## src/rtl/uart_rx_r0_if.sv

```systemverilog
// Receiver-side bundle for uart_rx_r0: serial line in, received word and status out.
// Ports: dataIn (serial line), dataOut (last good word), valid / frameErr (1-cycle pulses), busy.
// master = the receiver, slave = whoever drives the line and consumes the word.
interface uart_rx_r0_if #(
  parameter int BIT_WIDTH = 8
);
  logic                 dataIn;
  logic [BIT_WIDTH-1:0] dataOut;
  logic                 valid;
  logic                 frameErr;
  logic                 busy;

  modport master (
    input  dataIn,
    output dataOut,
    output valid,
    output frameErr,
    output busy
  );

  modport slave (
    output dataIn,
    input  dataOut,
    input  valid,
    input  frameErr,
    input  busy
  );
endinterface

```

## src/rtl/uart_rx_r0.sv

```systemverilog
// UART receiver: 2-flop synchronizer, start-bit qualification, MSB-first data, stop check.
// Latency: valid/frameErr 2 + HALF + (BIT_WIDTH+1)*CLKS_PER_BIT edges after the start bit is first captured.
// Backpressure: none; the line cannot be stalled, each word is presented once with a valid pulse.
// Ports: clk, rst (async active-low), bus (master modport: dataIn in; dataOut, valid, frameErr, busy out).
module uart_rx_r0 #(
  parameter int BIT_WIDTH    = 8,
  parameter bit START_BIT    = 1'b0,
  parameter int CLKS_PER_BIT = 1
) (
  input  logic          clk,
  input  logic          rst,
  uart_rx_r0_if.master  bus
);

  localparam int HALF = (CLKS_PER_BIT - 1) / 2;
  localparam int CW   = (CLKS_PER_BIT > 1) ? $clog2(CLKS_PER_BIT) : 1;
  localparam int BW   = $clog2(BIT_WIDTH);

  localparam logic [CW-1:0] BAUD_LAST = CW'(CLKS_PER_BIT - 1);
  // Only reached when HALF > 0; START is skipped entirely otherwise.
  localparam logic [CW-1:0] HALF_LAST = (HALF > 0) ? CW'(HALF - 1) : '0;
  localparam logic [BW-1:0] BIT_LAST  = BW'(BIT_WIDTH - 1);
  localparam logic          STOP_LVL  = ~START_BIT;

  typedef enum logic [2:0] {
    IDLE,
    START,
    DATA,
    STOP,
    BREAK
  } state_t;

  state_t               r_state, w_state;
  logic [CW-1:0]        r_baud, w_baud;
  logic [BW-1:0]        r_bitc, w_bitc;
  logic [BIT_WIDTH-1:0] r_shift, w_shift;
  logic [BIT_WIDTH-1:0] r_data, w_data;
  logic                 r_valid, w_valid;
  logic                 r_ferr, w_ferr;
  logic                 r_busy, w_busy;
  logic                 r_sync1, r_rxs;

  // Synchronizer resets to the idle level so a reset never looks like a start bit.
  always_ff @(posedge clk or negedge rst) begin
    if (!rst) begin
      r_sync1 <= STOP_LVL;
      r_rxs   <= STOP_LVL;
    end else begin
      r_sync1 <= bus.dataIn;
      r_rxs   <= r_sync1;
    end
  end

  always_comb begin
    w_state = r_state;
    w_baud  = r_baud;
    w_bitc  = r_bitc;
    w_shift = r_shift;
    w_data  = r_data;
    w_valid = 1'b0;
    w_ferr  = 1'b0;

    case (r_state)
      IDLE: begin
        if (r_rxs == START_BIT) begin
          w_baud = '0;
          w_bitc = '0;
          // With HALF == 0 the detection sample itself is the start-bit check.
          w_state = (HALF > 0) ? START : DATA;
        end
      end

      START: begin
        if (r_baud == HALF_LAST) begin
          w_baud  = '0;
          w_bitc  = '0;
          // A line that is no longer at the start level was a glitch: drop silently.
          w_state = (r_rxs == START_BIT) ? DATA : IDLE;
        end else begin
          w_baud = r_baud + 1'b1;
        end
      end

      DATA: begin
        if (r_baud == BAUD_LAST) begin
          w_baud  = '0;
          // Left shift: first received bit ends up in the MSB.
          w_shift = {r_shift[BIT_WIDTH-2:0], r_rxs};
          if (r_bitc == BIT_LAST) begin
            w_bitc  = '0;
            w_state = STOP;
          end else begin
            w_bitc = r_bitc + 1'b1;
          end
        end else begin
          w_baud = r_baud + 1'b1;
        end
      end

      STOP: begin
        if (r_baud == BAUD_LAST) begin
          w_baud = '0;
          w_bitc = '0;
          if (r_rxs == STOP_LVL) begin
            w_data  = r_shift;
            w_valid = 1'b1;
            w_state = IDLE;
          end else begin
            w_ferr  = 1'b1;
            w_state = BREAK;
          end
        end else begin
          w_baud = r_baud + 1'b1;
        end
      end

      BREAK: begin
        // Wait out a held-low line so it is not mistaken for a new start bit.
        if (r_rxs == STOP_LVL) begin
          w_baud  = '0;
          w_bitc  = '0;
          w_state = IDLE;
        end
      end

      default: begin
        w_baud  = '0;
        w_bitc  = '0;
        w_state = IDLE;
      end
    endcase

    w_busy = (w_state != IDLE);
  end

  always_ff @(posedge clk or negedge rst) begin
    if (!rst) begin
      r_state <= IDLE;
      r_baud  <= '0;
      r_bitc  <= '0;
      r_shift <= '0;
      r_data  <= '0;
      r_valid <= 1'b0;
      r_ferr  <= 1'b0;
      r_busy  <= 1'b0;
    end else begin
      r_state <= w_state;
      r_baud  <= w_baud;
      r_bitc  <= w_bitc;
      r_shift <= w_shift;
      r_data  <= w_data;
      r_valid <= w_valid;
      r_ferr  <= w_ferr;
      r_busy  <= w_busy;
    end
  end

  assign bus.dataOut  = r_data;
  assign bus.valid    = r_valid;
  assign bus.frameErr = r_ferr;
  assign bus.busy     = r_busy;

endmodule

```

## src/flat_wrapper.sv

```systemverilog
// flat-port wrapper written by rule: the top's interface ports become plain ports
module uart_rx_r0_flat 
#(
  parameter int BIT_WIDTH    = 8,
  parameter bit START_BIT    = 1'b0,
  parameter int CLKS_PER_BIT = 1
)
  (clk, rst, bus_dataIn, bus_dataOut, bus_valid, bus_frameErr, bus_busy);
  uart_rx_r0_if #(.BIT_WIDTH(BIT_WIDTH)) bus_i ();
  input  logic clk;
  input  logic rst;
  input wire logic [$bits(bus_i.dataIn)-1:0] bus_dataIn;
  output wire logic [$bits(bus_i.dataOut)-1:0] bus_dataOut;
  output wire logic [$bits(bus_i.valid)-1:0] bus_valid;
  output wire logic [$bits(bus_i.frameErr)-1:0] bus_frameErr;
  output wire logic [$bits(bus_i.busy)-1:0] bus_busy;
  assign bus_i.dataIn = bus_dataIn;
  assign bus_dataOut = bus_i.dataOut;
  assign bus_valid = bus_i.valid;
  assign bus_frameErr = bus_i.frameErr;
  assign bus_busy = bus_i.busy;
  uart_rx_r0 #(.BIT_WIDTH(BIT_WIDTH), .START_BIT(START_BIT), .CLKS_PER_BIT(CLKS_PER_BIT)) u_core (.clk(clk), .rst(rst), .bus(bus_i));
endmodule
```

## config.mk

```make
export PLATFORM = sky130hd
export DESIGN_NAME = uart_rx_r0_flat
export DESIGN_NICKNAME = d
export VERILOG_FILES = /design/src/rtl/uart_rx_r0_if.sv /design/src/rtl/uart_rx_r0.sv /design/src/flat_wrapper.sv
export SDC_FILE = /design/constraint.sdc
export NUM_CORES = 1
export LEC_CHECK = 0
export ABC_AREA = 1
export BUFFER_PORTS_ARGS = -buffer_cell sky130_fd_sc_hd__buf_2
export CAP_MARGIN = 5
export CORE_MARGIN = 5
export CORE_UTILIZATION = 39
export CTS_BUF_LIST = sky130_fd_sc_hd__clkbuf_4
export CTS_CLUSTER_SIZE = 30
export DETAILED_ROUTE_END_ITERATION = 16
export PLACE_DENSITY = 0.57
export SYNTH_ARGS = -nofsm -noshare
export SYNTH_HDL_FRONTEND = slang
export SYNTH_SLANG_ARGS = --single-unit
export TNS_END_PERCENT = 20
```

## constraint.sdc

```tcl
create_clock -name clk -period 1.5 [get_ports clk]
set_clock_uncertainty 0.2 [all_clocks]
set_input_delay 0.15 -clock clk [delete_from_list [all_inputs] [get_ports clk]]
set_output_delay 0.15 -clock clk [all_outputs]
set_load 0.01 [all_outputs]
```

==> results of run 1 <==
## synthesized netlist by cell type, types with 2 or more instances
library cell	count
dfstp_2	2
ha_1	2
dfrtp_1	25
nand2_1	29
inv_1	11
buf_6	2
nor2_1	5
o21ai_2	8
o21ai_1	7
inv_2	2
nand2_2	4
## sequential cells by signal (all words and copies together) (netlist names)
name and cells:
u_core.bus.busy 1, u_core.bus.dataOut 8, u_core.bus.frameErr 1, u_core.bus.valid 1, u_core.r_bitc 3, u_core.r_rxs 1, u_core.r_shift 8, u_core.r_state 3
u_core.r_sync1 1
## per-stage QoR
step / area [um2] / hold WS (ps) / util / total power, mW / setup WS [ps]
finish: 1232 / 128.5 / 0.4508 / 2.446 / 134.9
CTS: 1232 / 145.4 / 0.4508 / 2.499 / 120.4
global placement: 1182 / -13.00 / 0.4325 / 2.142 / 169.5
global route: 1232 / 159.1 / 0.4508 / 2.708 / 18.99
detailed placement: 1182 / -7.444 / 0.4325 / 2.165 / 142.0
floorplan: 1101 / -345.6 / - / 1.938 / 172.0
## cell usage in the layout, fill, tap and decap left out, drive strengths merged
cell	count
nand2	34
dfrtp	25
o21ai	16
buf	13
inv	13
nor2	6
clkbuf	3
ha	2
dlygate4sd3	2
dfstp	2
a21oi	1
nand3b	1
o211ai	1
clkinvlp	1
## layer usage
metal	global-route usage	part of all wire
met4	0.03979	0.023
met1	0.1215	0.43
met3	0.04618	0.074
met2	0.1487	0.47
met5	0	0
## final cells by class
cell class	instances	area, um2
multi-input cells	61	351.6
repair buffers	15	85.08
flip-flops and latches	27	678.2
inverters	13	48.80
clock inverters	1	7.507
clock buffers	3	22.52
fillers	262	1501
well taps	31	38.79
## cell families after synthesis
logic type,after synthesis,synth area share
adder cells (fa/ha/maj),2,0.02272
AND/OR/NAND/NOR,41,0.1852
AO/OA/AOI/OAI,18,0.1114
flip-flops,27,0.6159
buffers and inverters,15,0.06477
## power groups by stage
stage	combinational [mW]	clock, mW	sequential, mW
after global placement	0.935	0	1.21
after detailed placement	0.956	0	1.21
final	0.937	0.318	1.19
after floorplan	0.691	0	1.25
after CTS	0.963	0.341	1.19
after global routing	1.09	0.377	1.24
## how the worst max path moves through the flow
stage                                startpoint                                 to  slack (ps)  cells after the start
finish              u_core.r_state[2]$_DFF_PN0_       u_core.r_bitc[2]$_DFFE_PN0P_         130                      5
global route        u_core.r_state[2]$_DFF_PN0_       u_core.r_bitc[2]$_DFFE_PN0P_          20                      5
CTS                 u_core.r_state[2]$_DFF_PN0_       u_core.r_bitc[2]$_DFFE_PN0P_         120                      5
detailed placement       u_core.r_rxs$_DFF_PN1_  u_core.bus.dataOut[7]$_DFFE_PN0P_         140                      6
global placement         u_core.r_rxs$_DFF_PN1_  u_core.bus.dataOut[6]$_DFFE_PN0P_         170                      5
floorplan                u_core.r_rxs$_DFF_PN1_  u_core.bus.dataOut[1]$_DFFE_PN0P_         170                      6
## repair_timing
item,in CTS,in global routing
endpoints found under the hold margin,28,0
hold buffers,2,0
setup endpoints to repair,0,0
==> out/results.ini, run 1 <==
[detailed_routing]
vias=683
drc=0
first_pass_iters=4
wirelength_mm=1.669
via_per_inst=4.523
first_iter_violations=46
post_drt_wl_per_cell_um=11.05
antenna_left=0

[synthesis]
synth.top_cell.area_share=0.5682
synth_cells=103
seq_area_frac_synth=0.6159
synth_cell_types=17
syn-num-nets=108
ys.warnings.count=0
avgSynthCellArea_um2=10.69
synthTopCellsByArea=dfrtp_1, nand2_1, o21ai_2
ys_ff_latch=27
yosysTopAreaCell=dfrtp_1
syn-cell-area_mm2=0.001101
ys.flop_type=dfrtp_1
async_flop_share=1.000
synth_edf_count=0

[power_and_ir_drop]
pwr-share-clk=0.130
seqPwrFrac=0.487
p_per_area_mw_per_mm2=1985
leakagePower_nw=0.6428
p_int_mw=1.498
peakVddDrop_mv=1.112
p_comb_frac=0.383
switching_share=0.3874
p_sw_uw=947.5

[sta]
maxSlewHeadroom=0.6011
fmax_mhz=732.6
fin_crit_ps=1365
setup_tns_ps=0
period_share=0.9101
rsz0062_at_grt=no
finalSetupViolCount=0
tightest_slew_ps=598.3
finalMaxSlewViolations=0
final-hold-violation-count=0

[critical_path]
reg2reg_depth=5
cp_top_family=flip-flops
path_cells=inv_2 -> nand3b_4 -> inv_1 -> nand2_1 -> nand2_1
cpPeakStageDelay_ps=480
r2r_end=u_core.r_bitc[2]$_DFFE_PN0P_
cpMaxStageDelayCell=dfrtp_1
rrSetupSlack_ps=130
critPathArrivalTime_ps=1430
path_buf_inv=2
cp_common_cell=nand2_1
cp-start-kind=flop
cp.required_ps=1570
crit_path_max_fanout=18
endpoint_kind=flop
path_class=reg2reg
r2r-start=u_core.r_state[2]$_DFF_PN0_

[job]
drv_cap=0

[global_routing]
grt_pass1_wl_mm=3.118
grt_usage=0.09877
grt_max_degree=28
overflow=0
antenna_found_initial=0
grt_pass1_vias=699

[placement]
placedCellCount=145
hpwl_mm=1.184
io_buffer_count=13
place.gp.congestion=0.8201

[clocking]
cts_tree=done
cts_buffer_depth=2
cts_buffers=3
clkTransAtPathRegs_ps=150
postCtsSetupRepairBufs=0
ctsHtreeMaxLevel=1
clk_latency_ps=330
ctsResizeCount=0
clock_sinks=27
cts-root-buf=clkbuf_4

[floorplanning]
fp.coreArea_mm2=0.002734
die_area_mm2=0.003986
row_count=19
start_util=0.4027
ios=14
die_y_um=63.14
fp.dieW_um=63.14

[final_layout]
layout.nets=126
drive_above_1_share=0.3000
antenna_cells=0
fin_cells=151
area_growth_pct=11.93

[worst_hold_path]
holdCritPathClass=in2async

[outcome]
outcome=complete, no violations

Note: power is estimated with default switching activity, not from simulation.
==> run 2: changes to the inputs <==
--- a/config.mk
+++ b/config.mk
@@ -8,7 +8,7 @@
 export ABC_AREA = 1
 export BUFFER_PORTS_ARGS = -buffer_cell sky130_fd_sc_hd__buf_2
 export CAP_MARGIN = 5
-export CORE_MARGIN = 5
+export CORE_MARGIN = 2
 export CORE_UTILIZATION = 39
 export CTS_BUF_LIST = sky130_fd_sc_hd__clkbuf_4
 export CTS_CLUSTER_SIZE = 30
==> out/results.ini, run 2 (synthesis gave the netlist of run 1 again) <==
[outcome]
outcome=complete, no violations

[floorplanning]
start_util=0.4063  ; +0.003533
ios=14  ; unchanged
fp.dieW_um=57.14  ; -9.5%
fp.coreArea_mm2=0.002710  ; -0.87%
die_area_mm2=0.003264  ; -18%
die_y_um=57.14  ; -9.5%
row_count=19  ; unchanged

[worst_hold_path]
holdCritPathClass=in2async

[critical_path]
path_buf_inv=1  ; -1
path_cells=inv_1 -> nor2_8 -> nand2_4 -> nand2_1 -> o21ai_2
cpPeakStageDelay_ps=550  ; +70 ps
cpMaxStageDelayCell=dfstp_2
crit_path_max_fanout=16  ; -2
cp-start-kind=flop
critPathLaunch=u_core.r_rxs$_DFF_PN1_
r2r-start=u_core.r_rxs$_DFF_PN1_
cp_top_family=flip-flops
critPathArrivalTime_ps=1380  ; -50 ps
path_class=reg2reg
cp.required_ps=1510  ; -60 ps
rrSetupSlack_ps=130  ; about the same
endpoint_kind=flop

[clocking]
cts_tree=done
postCtsSetupRepairBufs=0  ; unchanged
cts-root-buf=clkbuf_4
clkTransAtPathRegs_ps=140  ; about the same
clock_sinks=27  ; unchanged
ctsHtreeMaxLevel=1  ; unchanged
clk_latency_ps=310  ; -20 ps
cts_buffer_depth=2  ; unchanged
cts_buffers=3  ; unchanged

[detailed_routing]
vias=675  ; -1.2%
via_per_inst=4.470  ; -1.2%
drc=0  ; unchanged
antenna_left=0  ; unchanged
first_pass_iters=4  ; unchanged
first_iter_violations=8  ; -83%
post_drt_wl_per_cell_um=10.97  ; -0.78%
wirelength_mm=1.656  ; -0.78%

[placement]
io_buffer_count=13  ; unchanged
place.gp.congestion=0.8000  ; -2.5%
placed_cell_area_mm2=0.001182  ; unchanged
place_ws_ps=147.4  ; +5.402 ps
hpwl_mm=1.171  ; -1.2%

[final_layout]
drive_above_1_share=0.3000  ; unchanged
layout.nets=126  ; unchanged
stdcell_area_mm2=0.001230  ; -0.20%
final-seq-area_um2=678.2  ; unchanged
antenna_cells=0  ; unchanged
final_common_cell=nand2_1
area_growth_pct=11.70
final_cell_mix=nand2_1, dfrtp_1, buf_2, inv_1, o21ai_2
multi_input_comb_area_um2=351.6  ; unchanged
fin_util=0.4538  ; +0.003031
fillCellCount=263  ; +0.38%

[sta]
setup_tns_ps=0  ; unchanged
fin_crit_ps=1368  ; +2.719 ps
tightest_slew_ps=589.9  ; -8.447 ps
final-hold-violation-count=0  ; unchanged
holdWs_ps=147.8  ; +19.25 ps
finalMaxSlewViolations=0  ; unchanged
setup_ws_ps=132.2  ; -2.719 ps
finalSetupViolCount=0  ; unchanged
maxSlewHeadroom=0.6068  ; +0.005631
fmax_mhz=731.1  ; -0.20%
rsz0062_at_grt=no
period_share=0.9119  ; +0.001813

[global_routing]
overflow=0  ; unchanged
grt_pass1_wl_mm=2.842  ; -8.9%
grt_usage=0.1146  ; +0.01581
grt_pass1_vias=636  ; -9.0%
antenna_found_initial=0  ; unchanged
grt_max_degree=28  ; unchanged

[power_and_ir_drop]
p_per_area_mw_per_mm2=1977  ; -0.37%
leakagePower_nw=0.6465  ; +0.59%
peakVddDrop_mv=1.113  ; about the same

[job]
drv_cap=0  ; unchanged

run 2: worst register-to-register path: cells and delay by family (launching register included):
family,cells,cell delay [ps]
buffers and inverters,1,100
AND/OR/NAND/NOR,3,360
flip-flops,1,550
AO/OA/AOI/OAI,1,50
run 2: per-stage QoR:
| step | std cells | power (mW) |
|---|---|---|
| detailed placement | 145 | 2.163 |
| global placement | 145 | 2.137 |
| global route | 151 | 2.679 |
| CTS | 151 | 2.479 |
| finish | 151 | 2.432 |
| floorplan | 103 | 1.938 |
run 2: final timing paths:
kind,end,depth (start not counted)
max,u_core.bus.dataOut[4]$_DFFE_PN0P_,5
min,u_core.bus.valid$_DFF_PN0_,2
max reg2reg,u_core.bus.dataOut[4]$_DFFE_PN0P_,5
min reg2reg,u_core.r_rxs$_DFF_PN1_,0
max in group asynchronous,u_core.r_bitc[1]$_DFFE_PN0P_,2
min in group clk,u_core.r_rxs$_DFF_PN1_,0
run 2: routing by layer:
layer / wire [um] / GRT usage / vias to the layer above
met2: 755 / 0.1708 / 11
met3: 67 / 0.03401 / 4
li1: - / - / 352
met5: 0 / 0 / -
met1: 797 / 0.1488 / 308
met4: 36 / 0.06645 / 0
run 2: layout make-up:
| cell class | count | area share |
|---|---|---|
| clock buffer | 3 | 0.01831 |
| clock inverter | 1 | 0.004069 |
| inverter | 13 | 0.03967 |
| multi-input combinational | 61 | 0.2859 |
| sequential | 27 | 0.5514 |
| tap | 31 | 0.03154 |
| timing repair buffer | 15 | 0.06918 |
run 2: report_power, final:
part | internal (mW) | total, mW | switching [mW]
registers | 1.02 | 1.20 | 0.176
clock network | 0.0996 | 0.301 | 0.202
logic | 0.370 | 0.930 | 0.560
total | 1.49 | 2.43 | 0.938
run 2: repair_timing:
item	4_1_cts	5_1_grt
hold buffers	2	0
hold endpoints to repair	28	0
endpoints found under the setup margin	0	0
resized for setup	0	0
==> run 3: changes to the inputs <==
--- a/config.mk
+++ b/config.mk
@@ -13,7 +13,7 @@
 export CTS_BUF_LIST = sky130_fd_sc_hd__clkbuf_4
 export CTS_CLUSTER_SIZE = 30
 export DETAILED_ROUTE_END_ITERATION = 16
-export PLACE_DENSITY = 0.57
+export PLACE_DENSITY = 0.6
 export SYNTH_ARGS = -nofsm -noshare
 export SYNTH_HDL_FRONTEND = slang
 export SYNTH_SLANG_ARGS = --single-unit
==> constraint.sdc (replaced) <==
create_clock -name clk -period 1.1 [get_ports clk]
set_clock_uncertainty 0.2 [all_clocks]
set_input_delay 0.11 -clock clk [delete_from_list [all_inputs] [get_ports clk]]
set_output_delay 0.11 -clock clk [all_outputs]
set_load 0.01 [all_outputs]
==> out/results.ini, run 3 (synthesis gave the netlist of run 1 again) <==
[final_layout]
antenna_cells=0  ; unchanged
final_common_cell=dfrtp_1
area_growth_pct=28.41
final_cell_mix=dfrtp_1, nand2_1, buf_2, o21ai_2, nand2_2
fin_util=0.5217  ; +0.06787
drive_above_1_share=0.4692  ; +0.1692
fillCellCount=249  ; -5.3%
stdcell_area_mm2=0.001414  ; +15%
layout.nets=136  ; +7.9%
multi_input_comb_area_um2=412.9  ; +17%
final-seq-area_um2=678.2  ; unchanged

[sta]
holdWs_ps=-24.97  ; -172.7 ps
maxSlewHeadroom=0.8188  ; +0.2121
period_share=1.186  ; +0.2737
final-hold-violation-count=8  ; +8
fin_crit_ps=1304  ; -63.62 ps
setup_ws_ps=-204.2  ; -336.4 ps
fmax_mhz=766.8  ; +4.9%
finalSetupViolCount=36  ; +36
finalMaxSlewViolations=0  ; unchanged
tightest_slew_ps=271.8  ; -318.1 ps
rsz0062_at_grt=yes
setup_tns_ps=-4122  ; -4122 ps

[clocking]
cts_buffer_depth=2  ; unchanged
clock_sinks=27  ; unchanged
cts_hold_buf=2  ; unchanged
cts-root-buf=clkbuf_4
cts_buffers=3  ; unchanged
ctsHtreeMaxLevel=1  ; unchanged
clkTransAtPathRegs_ps=140  ; about the same
clk_latency_ps=310  ; about the same
cts_tree=done

[placement]
placed_cell_area_mm2=0.001260  ; +6.6%
io_buffer_count=13  ; unchanged
place.gp.congestion=0.7543  ; -5.7%
place_ws_ps=-202.9  ; -350.3 ps
hpwl_mm=1.290  ; +10%

[critical_path]
crit_path_max_fanout=16  ; unchanged
cp.required_ps=1120  ; -390 ps
cpPeakStageDelay_ps=570  ; +20 ps
critPathArrivalTime_ps=1330  ; -50 ps
cpMaxStageDelayCell=dfstp_2
cp-start-kind=flop
endpoint_kind=flop
path_class=reg2reg
path_cells=inv_2 -> nor2_8 -> nand2_8 -> nand2_1 -> o21ai_2

[job]
drv_cap=0  ; unchanged

[global_routing]
grt_pass1_vias=705  ; +11%
grt_usage=0.1274  ; +0.01282
overflow=0  ; unchanged
antenna_found_initial=0  ; unchanged
grt_pass1_wl_mm=3.167  ; +11%
grt_max_degree=18  ; -36%

[detailed_routing]
post_drt_wl_per_cell_um=11.27  ; +2.7%
wirelength_mm=1.814  ; +9.5%
vias=740  ; +9.6%
drc=0  ; unchanged
antenna_left=0  ; unchanged
first_iter_violations=14  ; +6
first_pass_iters=3  ; -1
via_per_inst=4.596  ; +2.8%

[outcome]
outcome=finished, violations left
violations=negative hold slack, negative setup slack

[floorplanning]
die_area_mm2=0.003264  ; unchanged
row_count=19  ; unchanged
start_util=0.4063  ; unchanged
die_y_um=57.14  ; unchanged
fp.dieW_um=57.14  ; unchanged
fp.coreArea_mm2=0.002710  ; unchanged
ios=14  ; unchanged

[power_and_ir_drop]
peakVddDrop_mv=1.250  ; +12%
p_per_area_mw_per_mm2=2733  ; +38%
leakagePower_nw=0.7130  ; +10%
total_power_mw=3.864  ; +59%

[worst_hold_path]
holdCritPathClass=in2async

==> run 3: changes by cell type in the layout (fill, tap and decap cells not counted), moves of 2 or more <==
cell and delta:
buf_6 +2, ha_1 -2, buf_4 +6, o21ai_1 -2
inv_2 +3, buf_12 +3, inv_1 -3, nand2_1 -7
o21ai_2 +2, nand2_2 +5
==> run 3: stage by stage <==
step	cells	hold slack, ps
final	161	-24.97
after global routing	161	-35.33
after CTS	160	-21.52
after detailed placement	152	-199.2
after global placement	152	-198.1
after floorplan	103	-385.6
==> run 3: cell type report <==
cell class | instances | share of cell area
clock inverters | 1 | 0.003540
inverters | 13 | 0.03451
well taps | 31 | 0.02743
flip-flops and latches | 27 | 0.4796
repair buffers | 25 | 0.1469
multi-input cells | 61 | 0.2920
clock buffers | 3 | 0.01593
==> run 3: final timing paths <==
check / startpoint / to / slack, ps / cells after the start
max: u_core.r_rxs$_DFF_PN1_ / u_core.bus.dataOut[0]$_DFFE_PN0P_ / -200 / 5
min: rst / u_core.r_state[1]$_DFF_PN0_ / -20 / 2
max reg2reg: u_core.r_rxs$_DFF_PN1_ / u_core.bus.dataOut[0]$_DFFE_PN0P_ / -200 / 5
min reg2reg: u_core.r_sync1$_DFF_PN1_ / u_core.r_rxs$_DFF_PN1_ / 170 / 0
max in group asynchronous: rst / u_core.bus.dataOut[3]$_DFFE_PN0P_ / 360 / 3
min in group clk: u_core.r_sync1$_DFF_PN1_ / u_core.r_rxs$_DFF_PN1_ / 170 / 0
==> run 3: critical path: cells and delay by family (launching register included) <==
family          cells  cell delay [ps]
buf+inv             1               60
flops               1              570
compound gates      1               50
simple gates        3              330
==> run 3: layer usage <==
| metal | vias to the layer above | routed length [um] | track usage | part of all wire |
|---|---|---|---|---|
| met2 | 8 | 898 | 0.1970 | 0.50 |
| met5 | - | 0 | 0 | 0 |
| met1 | 353 | 830 | 0.1691 | 0.46 |
| li1 | 377 | - | - | - |
| met3 | 2 | 67 | 0.03175 | 0.037 |
| met4 | 0 | 17 | 0.05980 | 0.0094 |
==> run 3: timing repair <==
| action | CTS | global route |
|---|---|---|
| buffers inserted | 2 | 1 |
| endpoints found under the setup margin | 36 | 36 |
| pin swaps | 3 | 1 |
| gates resized for setup | 9 | 11 |
| hold endpoints to repair | 28 | 8 |
==> run 3: power breakdown <==
group          total [mW]  internal, mW  switching, mW
Combinational        1.78         0.842          0.937
Clock               0.416         0.136          0.280
Sequential           1.67          1.40          0.271
Total                3.86          2.38           1.49
